**src/rtl/entrada_io.sv**
```systemverilog
// IN-instruction input port: stalls the PC, waits for a debounced button press, latches switches.
// Optional: define ENTRADA_SINAL_EN to sign-extend the captured switch value instead of zero-extend.
module entrada_io #(
  parameter int unsigned LARGURA_CHAVES = 16,
  parameter int unsigned DEB_CICLOS     = 50000
) (
  input  logic                      clock,
  input  logic                      reset,
  input  logic                      pedido_in,
  input  logic [LARGURA_CHAVES-1:0] chaves,
  input  logic                      botao,
  output logic [31:0]               dados_io,
  output logic                      pronto,
  output logic                      parado,
  output logic                      aguardando
);

  localparam int unsigned CntW = $clog2(DEB_CICLOS);
  localparam logic [CntW-1:0] CntMax = CntW'(DEB_CICLOS - 1);

  typedef enum logic [1:0] {
    StOcioso,
    StSolta,
    StEspera,
    StCaptura
  } estado_e;

  estado_e estado_q, estado_d;

  logic                      botao_s1_q, botao_s2_q;
  logic [LARGURA_CHAVES-1:0] chaves_s1_q, chaves_s2_q;
  logic [CntW-1:0]           cnt_q, cnt_d;
  logic                      botao_deb_q, botao_deb_d;
  logic                      botao_ant_q;
  logic [31:0]               dados_q, dados_d;
  logic [31:0]               chaves_ext;
  logic                      subida;
  logic                      captura;

  // Two-flop synchronisers for the asynchronous board inputs.
  always_ff @(posedge clock or posedge reset) begin
    if (reset) begin
      botao_s1_q  <= 1'b0;
      botao_s2_q  <= 1'b0;
      chaves_s1_q <= '0;
      chaves_s2_q <= '0;
    end else begin
      botao_s1_q  <= botao;
      botao_s2_q  <= botao_s1_q;
      chaves_s1_q <= chaves;
      chaves_s2_q <= chaves_s1_q;
    end
  end

  // Level changes are accepted only after DEB_CICLOS consecutive mismatching cycles.
  always_comb begin
    cnt_d       = cnt_q;
    botao_deb_d = botao_deb_q;
    if (botao_s2_q != botao_deb_q) begin
      if (cnt_q == CntMax) begin
        botao_deb_d = botao_s2_q;
        cnt_d       = '0;
      end else begin
        cnt_d = cnt_q + CntW'(1);
      end
    end else begin
      cnt_d = '0;
    end
  end

  assign subida = botao_deb_q & ~botao_ant_q;

  if (LARGURA_CHAVES == 32) begin : g_sem_ext
    assign chaves_ext = chaves_s2_q;
  end else begin : g_ext
`ifdef ENTRADA_SINAL_EN
    assign chaves_ext = {{(32 - LARGURA_CHAVES){chaves_s2_q[LARGURA_CHAVES-1]}}, chaves_s2_q};
`else
    assign chaves_ext = {{(32 - LARGURA_CHAVES){1'b0}}, chaves_s2_q};
`endif
  end

  always_comb begin
    estado_d = estado_q;
    captura  = 1'b0;
    unique case (estado_q)
      StOcioso: begin
        if (pedido_in) begin
          estado_d = botao_deb_q ? StSolta : StEspera;
        end
      end
      // Button was already held when the request arrived: wait for release first.
      StSolta: begin
        if (!pedido_in) begin
          estado_d = StOcioso;
        end else if (!botao_deb_q) begin
          estado_d = StEspera;
        end
      end
      StEspera: begin
        if (!pedido_in) begin
          estado_d = StOcioso;
        end else if (subida) begin
          estado_d = StCaptura;
          captura  = 1'b1;
        end
      end
      StCaptura: estado_d = StOcioso;
      default:   estado_d = StOcioso;
    endcase
  end

  assign dados_d = captura ? chaves_ext : dados_q;

  always_ff @(posedge clock or posedge reset) begin
    if (reset) begin
      estado_q    <= StOcioso;
      cnt_q       <= '0;
      botao_deb_q <= 1'b0;
      botao_ant_q <= 1'b0;
      dados_q     <= '0;
    end else begin
      estado_q    <= estado_d;
      cnt_q       <= cnt_d;
      botao_deb_q <= botao_deb_d;
      botao_ant_q <= botao_deb_q;
      dados_q     <= dados_d;
    end
  end

  assign dados_io   = dados_q;
  assign pronto     = (estado_q == StCaptura);
  assign parado     = pedido_in && (estado_q != StCaptura);
  assign aguardando = (estado_q == StEspera) || (estado_q == StSolta);

endmodule

```
**config.mk**
```make
export PLATFORM = sky130hd
export DESIGN_NAME = entrada_io
export DESIGN_NICKNAME = d
export VERILOG_FILES = /design/src/rtl/entrada_io.sv
export SDC_FILE = /design/constraint.sdc
export NUM_CORES = 1
export LEC_CHECK = 0
export ABC_AREA = 1
export CAP_MARGIN = 20
export CORE_MARGIN = 8
export CORE_UTILIZATION = 30
export DETAILED_ROUTE_END_ITERATION = 8
export HOLD_SLACK_MARGIN = 0.08
export PLACE_DENSITY = 0.62
export SLEW_MARGIN = 20
export SYNTH_ARGS = -nofsm -noshare
export SYNTH_HDL_FRONTEND = slang
export SYNTH_SLANG_ARGS = --single-unit
```
**constraint.sdc**
```tcl
create_clock -name clock -period 2.7 [get_ports clock]
set_clock_uncertainty 0.05 [all_clocks]
set_input_delay 0.54 -clock clock [delete_from_list [all_inputs] [get_ports clock]]
set_output_delay 0.54 -clock clock [all_outputs]
set_load 0.01 [all_outputs]
```
==> impl_results.rst, run 1 <==
.. list-table::
   :header-rows: 1

   * - Metric
     - Value
   * - Deepest level of the CTS H-tree
     - 3
   * - Fraction of post-synthesis cell area in the top cell type by area
     - approximately three fifths
   * - # port buffers
     - 38
   * - Placed cells
     - about 430
   * - Cells taking the most area after synthesis
     - sky130_fd_sc_hd__dfrtp_1 (61%), sky130_fd_sc_hd__nand2_1 (5.4%), sky130_fd_sc_hd__o21ai_2 (4.9%)
   * - Horizontal die dimension
     - ~110 um
   * - CTS Root Cell
     - sky130_fd_sc_hd__clkbuf_8
   * - IO Count
     - 55
   * - Pin count of the biggest net entering global routing
     - 71
   * - Number of clock buffers inserted by TritonCTS
     - 9
   * - Final-layout setup total negative slack
     - 0 ns
   * - Met3 usage
     - roughly 3.1%
   * - Ratio of routed vias to standard cells
     - 3.97
   * - Slowest library cell on the worst path
     - sky130_fd_sc_hd__clkdlybuf4s50_1
   * - Path class of the lowest-slack min-delay path
     - reg2reg
   * - Detailed-route wire length
     - 4910 um
   * - Maximum buffer depth of the clock tree
     - 2
   * - Leakage component of the power
     - 0.00165 uW
   * - Antenna diode count
     - 0
   * - Count of final hold-check violations
     - 0
   * - Starting density of the core
     - between 30% and 40%
   * - Timing startpoint of the critical path
     - pedido_in
   * - Final critical-path required period
     - roughly 2.4 ns
   * - Weighted congestion reported at the end of routability-driven placement
     - slightly above 0.8
   * - Biggest area consumer among synthesized cells
     - sky130_fd_sc_hd__dfrtp_1
   * - Post-route antenna net violation count
     - 0
   * - Crit path launch type
     - primary input
   * - TritonCTS clock tree
     - built
   * - Total power per unit cell area
     - roughly 650 nW/um2
   * - Pin slew with the least headroom to its limit
     - about 0.74 ns
   * - Setup slack on the worst flop-to-flop path
     - around 0.85 ns
   * - Unrepaired setup endpoints after global routing
     - false
   * - Summed instance area of the synthesized netlist
     - about 2900 um2
   * - Total global routing overflow
     - 0
   * - Sort of element at the end of the critical path
     - output port
   * - CTS-repair resized insts
     - 0
   * - Setup bufs post-CTS
     - 0
   * - Post-synthesis area per instance
     - around 11 um2
   * - List of cells traversed by the critical path
     - clkdlybuf4s50_1 -> inv_1 -> nor2_1 -> clkdlybuf4s50_1
   * - Hold buffer count at CTS
     - 0
   * - Crit path max fanout
     - 4
   * - All-layer global routing usage
     - just over 8%
   * - Total number of placement rows
     - 35
   * - Capturing instance or port of the critical path
     - parado
   * - Sequential fraction of the synthesis area
     - around three fifths
   * - Met1 Resource Use GR
     - 9.50%
   * - Post-detailed-placement cell area
     - approximately 3300 um2
   * - Wire length of the first global-routing pass
     - roughly 8500 um
   * - Hpwl dp
     - between 3000 and 4000 um
   * - CP most frequent cell
     - sky130_fd_sc_hd__clkdlybuf4s50_1
   * - Synthesized flop and latch total
     - 70
   * - Most Used Layer, Global Route
     - met2
   * - Relative area change from synthesis to final layout
     - 24.0%
   * - Arrival time of data at the critical path endpoint
     - about 1.8 ns
   * - Post-Syn Instances
     - around 270
   * - Initial antenna violation count
     - 0
   * - Worst voltage drop across the vdd grid
     - between 0.2 and 0.3 mV
   * - Run status
     - finished, final reports clean
   * - Period utilisation layout
     - 87.8%
   * - Count of distinct cell types in the synthesized netlist
     - 25
   * - Worst reg2reg path startpoint
     - estado_q[0]
   * - Clock Pin Slew Worst Setup and Hold Paths
     - approximately 0.080 ns
   * - Fraction of final layout cells sized beyond drive strength 1
     - around 15%
   * - R2R Path End
     - dados_io[0]
   * - Clock net sink count
     - 70
   * - Number of global-route vias before repair
     - 1773
   * - Total power of the final layout
     - 2290 uW
   * - Max Cap Violations
     - 0
   * - Number of vias after detailed routing
     - 1775
   * - Post-Layout Cell Count
     - around 450
   * - Data required time of the worst path
     - around 2.1 ns
   * - Largest stage delay, worst path
     - about 0.54 ns
   * - Max transition margin
     - between 50 and 60%
   * - Number of design rule violations left after detail routing
     - 0
   * - Met2 Resource Use GR
     - approximately 13%
   * - Area enclosed by the die boundary
     - between 10000 and 15000 um2
   * - Post-route cell area
     - ~3500 um2
   * - Min-Delay Path Depth
     - 0
   * - Count of nets after finishing
     - about 340
   * - Die Height
     - between 100 and 150 um
   * - Total core area
     - ~9000 um2
   * - WS Path Type
     - in2out
   * - Max Clk Rate
     - 422 MHz
   * - Wire per inst
     - about 11 um
   * - Worst-skew pair later-pin latency
     - 0.34 ns
   * - Number of DRC violations after detailed-routing iteration 0
     - 129
   * - Slew Viols, Final
     - 0
   * - Total of warnings raised by yosys
     - 0
   * - Number of endpoints failing setup at the final stage
     - 0
   * - Number of search-and-repair iterations in the first detailed-routing pass
     - 4
   * - Worst r2r path cells
     - 5
-- cell type report --
class	instances	area [um2]
Fill cell	899	5700
Sequential cell	70	1750
Multi-Input combinational cell	158	871
Timing Repair Buffer	39	400
Tap cell	129	161
Inverter	35	131
Clock buffer	10	128
Clock inverter	6	93.8
-- worst min-delay path by stage --
stage / startpoint / to / slack [ns]
2_1_floorplan: botao_s1_q / botao_s2_q / 0.28
3_3_place_gp: chaves_s1_q[5] / chaves_s2_q[5] / 0.28
3_5_place_dp: chaves_s1_q[12] / chaves_s2_q[12] / 0.28
4_1_cts: chaves_s1_q[12] / chaves_s2_q[12] / 0.30
5_1_grt: chaves_s1_q[14] / chaves_s2_q[14] / 0.31
6_report: chaves_s1_q[11] / chaves_s2_q[11] / 0.29
-- layer usage --
layer  vias to the layer above  wire length (um)  share of wire [%]
li1                        879                 -                  -
met1                       837              2100                 43
met2                        52              2360                 48
met3                         7               360                7.3
met4                         0                82                1.7
met5                         -                 0                  0
-- per-stage QoR --
step           utilization [%]  worst slack (ns)  hold WS [ns]
3_5_place_dp              35.9             0.323         0.285
2_1_floorplan                -             0.342         0.281
5_1_grt                   38.3             0.257         0.307
6_report                  38.3             0.330         0.295
3_3_place_gp              35.9             0.351         0.282
4_1_cts                   38.3             0.318         0.301
-- synth_stat cells --
master                     number
sky130_fd_sc_hd__dfrtp_1       70
sky130_fd_sc_hd__nand2_1       41
sky130_fd_sc_hd__nor2_1        34
sky130_fd_sc_hd__inv_1         33
sky130_fd_sc_hd__buf_4         16
sky130_fd_sc_hd__o21ai_2       16
sky130_fd_sc_hd__nand3_1       10
sky130_fd_sc_hd__ha_1           6
sky130_fd_sc_hd__xor2_1         6
sky130_fd_sc_hd__nor2_2         5
sky130_fd_sc_hd__nand2_2        4
sky130_fd_sc_hd__a21oi_1        3
sky130_fd_sc_hd__buf_6          3
sky130_fd_sc_hd__nand3_2        3
sky130_fd_sc_hd__o21ai_0        3
sky130_fd_sc_hd__xnor2_1        3
sky130_fd_sc_hd__o211ai_1       2
sky130_fd_sc_hd__o21ai_1        2
sky130_fd_sc_hd__clkinv_1       1
sky130_fd_sc_hd__conb_1         1
sky130_fd_sc_hd__inv_2          1
sky130_fd_sc_hd__nand4_1        1
sky130_fd_sc_hd__nor3_2         1
sky130_fd_sc_hd__o21bai_2       1
sky130_fd_sc_hd__xor2_2         1
-- registers in the layout, indices dropped and copies added (netlist names) --
name	cells
botao_ant_q	1
botao_s1_q	1
cnt_q	16
chaves_s1_q	16
botao_s2_q	1
botao_deb_q	1
dados_io	16
estado_q	2
chaves_s2_q	16
-- cell families (layout without fill, tap and decap cells) --
family          after synthesis  in the layout  synth area share, %
simple gates                 99             99                 15.2
flops                        70             70                 61.4
xor+xnor                     10             10                 3.34
buf+inv                      54             90                 10.0
fa+ha+maj                     6              6                 2.63
compound gates               27             27                 7.24
other cells                   1             16                0.132
-- cell usage in the layout, fill, tap and decap left out, drive strengths merged --
cell type / synthesis / final
a21oi: 3 / 3
buf: 19 / 1
bufinv: 0 / 2
clkbuf: 0 / 10
clkdlybuf4s50: 0 / 38
clkinv: 1 / 2
clkinvlp: 0 / 1
conb: 1 / 16
dfrtp: 70 / 70
ha: 6 / 6
inv: 34 / 36
nand2: 45 / 45
nand3: 13 / 13
nand4: 1 / 1
nor2: 39 / 39
nor3: 1 / 1
o211ai: 2 / 2
o21ai: 21 / 21
o21bai: 1 / 1
xnor2: 3 / 3
xor2: 7 / 7
-- power by group --
group          leakage (uW)  switching, uW  internal (uW)
clock              0.000107            398            528
sequential         0.000894           21.8           1090
combinational      0.000647            140            114
total               0.00165            560           1730
-- worst max-delay path, delay by kind of cell --
kind	cells	cell delay, ns
AND/OR/NAND/NOR	1	0.09
buffers and inverters	3	1.14
(Power assumes the default switching activity.)
==> inputs of run 2 (changes only) <==
--- a/config.mk
+++ b/config.mk
@@ -6,13 +6,13 @@
 export NUM_CORES = 1
 export LEC_CHECK = 0
 export ABC_AREA = 1
-export CAP_MARGIN = 20
+export CAP_MARGIN = 30
 export CORE_MARGIN = 8
 export CORE_UTILIZATION = 30
 export DETAILED_ROUTE_END_ITERATION = 8
 export HOLD_SLACK_MARGIN = 0.08
 export PLACE_DENSITY = 0.62
-export SLEW_MARGIN = 20
+export SKIP_LAST_GASP = 1
 export SYNTH_ARGS = -nofsm -noshare
 export SYNTH_HDL_FRONTEND = slang
 export SYNTH_SLANG_ARGS = --single-unit
==> results of run 2 <==
Same layout as run 1: the final DEF is identical, and so are final timing and power.
==> inputs of run 3 (changes only) <==
--- a/config.mk
+++ b/config.mk
@@ -7,7 +7,6 @@
 export LEC_CHECK = 0
 export ABC_AREA = 1
 export CAP_MARGIN = 30
-export CORE_MARGIN = 8
 export CORE_UTILIZATION = 30
 export DETAILED_ROUTE_END_ITERATION = 8
 export HOLD_SLACK_MARGIN = 0.08
==> impl_results.rst, run 3 (synthesis gave the netlist of run 1 again) <==
.. list-table::
   :header-rows: 1

   * - Metric
     - Value
   * - Run status
     - finished, final reports clean
   * - Max transition margin
     - 53.6% (+2.6 points)
   * - Initial antenna violation count
     - 0 (unchanged)
   * - Total global routing overflow
     - 0 (unchanged)
   * - Sort of element at the end of the critical path
     - output port
   * - Met2 Resource Use GR
     - 16.1% (+2.6 points)
   * - Total number of placement rows
     - 35 (unchanged)
   * - Worst r2r path cells
     - 6 (+1)
   * - Leakage component of the power
     - 0.00165 uW (+0.13%)
   * - Worst voltage drop across the vdd grid
     - 0.267 mV (-6.1%)
   * - Pin count of the biggest net entering global routing
     - 39 (-45%)
   * - Hpwl dp
     - 3170 um (-11%)
   * - Crit path max fanout
     - 4 (unchanged)
   * - Antenna diode count
     - 0 (unchanged)
   * - Placement Setup Slack
     - 0.360 ns (+0.0364 ns)
   * - Placed cells
     - 432 (+0.23%)
   * - Clock Pin Slew Worst Setup and Hold Paths
     - 0.08 ns (about the same)
   * - Utilization of the core after routing
     - 38.2% (-0.041 points)
   * - Max Cap Violations
     - 0 (unchanged)
   * - Capturing instance or port of the critical path
     - parado
   * - Arrival time of data at the critical path endpoint
     - 1.75 ns (-0.03 ns)
   * - Maximum buffer depth of the clock tree
     - 2 (unchanged)
   * - TritonCTS clock tree
     - built
   * - Timing startpoint of the critical path
     - pedido_in
   * - Number of design rule violations left after detail routing
     - 0 (unchanged)
   * - Max Clk Rate
     - 428 MHz (+1.4%)
   * - Unrepaired setup endpoints after global routing
     - false
   * - Count of nets after finishing
     - 340 (+0.29%)
   * - Relative area change from synthesis to final layout
     - 23.9%
   * - R2R Path End
     - cnt_q[8]
   * - Met1 Resource Use GR
     - 13.5% (+4.0 points)
   * - Number of search-and-repair iterations in the first detailed-routing pass
     - 4 (unchanged)
   * - CTS-repair resized insts
     - 0 (unchanged)
   * - Fraction of final layout cells sized beyond drive strength 1
     - 15.7% (+0.31 points)
   * - Setup slack on the worst flop-to-flop path
     - 1.20 ns (+0.35 ns)
   * - Number of endpoints failing setup at the final stage
     - 0 (unchanged)
   * - Most common cell after layout, fill and taps aside
     - sky130_fd_sc_hd__dfrtp_1
   * - All-layer global routing usage
     - 10.4% (+2.1 points)
   * - Detailed-route wire length
     - 4630 um (-5.7%)
   * - IO Count
     - 55 (unchanged)
   * - Final critical-path required period
     - 2.34 ns (-0.0317 ns)
   * - Number of filler cells placed in the layout
     - 906 (+0.78%)
   * - Crit path setup slack, layout
     - 0.362 ns (+0.0317 ns)
   * - WS Path Type
     - in2out
   * - Most Used Layer, Global Route
     - met2
   * - Area enclosed by the die boundary
     - 9900 um2 (-23%)
   * - Leading cell types in the layout, fill and taps excluded
     - sky130_fd_sc_hd__dfrtp_1 (70), sky130_fd_sc_hd__nand2_1 (41), sky130_fd_sc_hd__clkdlybuf4s50_1 (38)
   * - CTS Root Cell
     - sky130_fd_sc_hd__clkbuf_8
   * - Crit path launch type
     - primary input
   * - Horizontal die dimension
     - 99.5 um (-12%)
   * - Hold buffer count at CTS
     - 0 (unchanged)
   * - Pin slew with the least headroom to its limit
     - 0.696 ns (-0.0399 ns)
   * - Worst-skew pair later-pin latency
     - 0.34 ns (about the same)
   * - Total power per unit cell area
     - 642 nW/um2 (-0.98%)
   * - Wire length of the first global-routing pass
     - 7950 um (-6.0%)
   * - Path class of the lowest-slack min-delay path
     - reg2reg
   * - Number of vias after detailed routing
     - 1729 (-2.6%)
   * - Deepest level of the CTS H-tree
     - 3 (unchanged)
   * - Clock net sink count
     - 70 (unchanged)
   * - Final-layout setup total negative slack
     - 0 ns (unchanged)
   * - Total core area
     - 9240 um2 (unchanged)
   * - Post-route antenna net violation count
     - 0 (unchanged)
   * - Number of clock buffers inserted by TritonCTS
     - 9 (unchanged)
   * - Slew Viols, Final
     - 0 (unchanged)
   * - Met3 usage
     - 2.18% (-0.94 points)
   * - Count of final hold-check violations
     - 0 (unchanged)
   * - Weighted congestion reported at the end of routability-driven placement
     - 0.797 (-2.9%)
   * - Setup bufs post-CTS
     - 0 (unchanged)
   * - Period utilisation layout
     - 86.6% (-1.2 points)
   * - # port buffers
     - 38 (unchanged)
   * - Wire per inst
     - 10.3 um (-5.7%)
   * - Die Height
     - 99.5 um (-12%)
   * - Number of DRC violations after detailed-routing iteration 0
     - 102 (-21%)
   * - Number of global-route vias before repair
     - 1686 (-4.9%)
   * - Ratio of routed vias to standard cells
     - 3.87 (-2.6%)
   * - Starting density of the core
     - 30.9% (unchanged)
   * - Worst reg2reg path startpoint
     - cnt_q[0]
   * - Post-Layout Cell Count
     - 447 (unchanged)
   * - Data required time of the worst path
     - 2.11 ns (about the same)
-- run 3: cell types whose count changed in the layout (fill, tap and decap cells not counted), sizes merged --
cell	change
inv	-1
clkinv	+1
clkbuf	-1
buf	+1
-- run 3: per-stage QoR --
stage / hold WS, ns / area, um2 / total power (uW)
global route: 0.306 / 3530 / 2390
floorplan: 0.281 / 2910 / 1300
detailed placement: 0.285 / 3320 / 1390
CTS: 0.298 / 3530 / 2310
global placement: 0.281 / 3320 / 1380
finish: 0.296 / 3530 / 2270
-- run 3: worst max-delay path, stage by stage --
cell,delay [ns]
sky130_fd_sc_hd__clkdlybuf4s50_1,0.53
sky130_fd_sc_hd__inv_1,0.07
sky130_fd_sc_hd__nor2_1,0.08
sky130_fd_sc_hd__clkdlybuf4s50_1,0.53
-- run 3: how the worst min path moves through the flow --
stage	startpoint	slack, ns	cells after the start	to
after floorplan	botao_s1_q	0.28	0	botao_s2_q
after global placement	chaves_s1_q[5]	0.28	0	chaves_s2_q[5]
after detailed placement	chaves_s1_q[12]	0.28	0	chaves_s2_q[12]
after CTS	chaves_s1_q[9]	0.30	0	chaves_s2_q[9]
after global routing	chaves_s1_q[12]	0.31	0	chaves_s2_q[12]
final	chaves_s1_q[9]	0.30	0	chaves_s2_q[9]
-- run 3: report_power, final --
| part | switching, uW | internal [uW] | total (uW) |
|---|---|---|---|
| sequential | 21.6 | 1090 | 1110 |
| clock | 390 | 515 | 905 |
| combinational | 137 | 114 | 251 |
| total | 548 | 1720 | 2270 |
-- run 3: layout make-up --
| class | count | area [um2] | share of cell area [%] |
|---|---|---|---|
| sequential | 70 | 1750 | 49.6 |
| multi-input combinational | 158 | 871 | 24.6 |
| timing repair buffer | 40 | 408 | 11.5 |
| tap | 129 | 161 | 4.57 |
| inverter | 35 | 131 | 3.72 |
| clock buffer | 9 | 124 | 3.51 |
| clock inverter | 6 | 86.3 | 2.44 |
-- run 3: routing by layer --
| metal | wire length (um) | vias up |
|---|---|---|
| met3 | 124 | 13 |
| met4 | 128 | 0 |
| met1 | 2210 | 803 |
| met5 | 0 | - |
| met2 | 2160 | 36 |
| li1 | - | 877 |
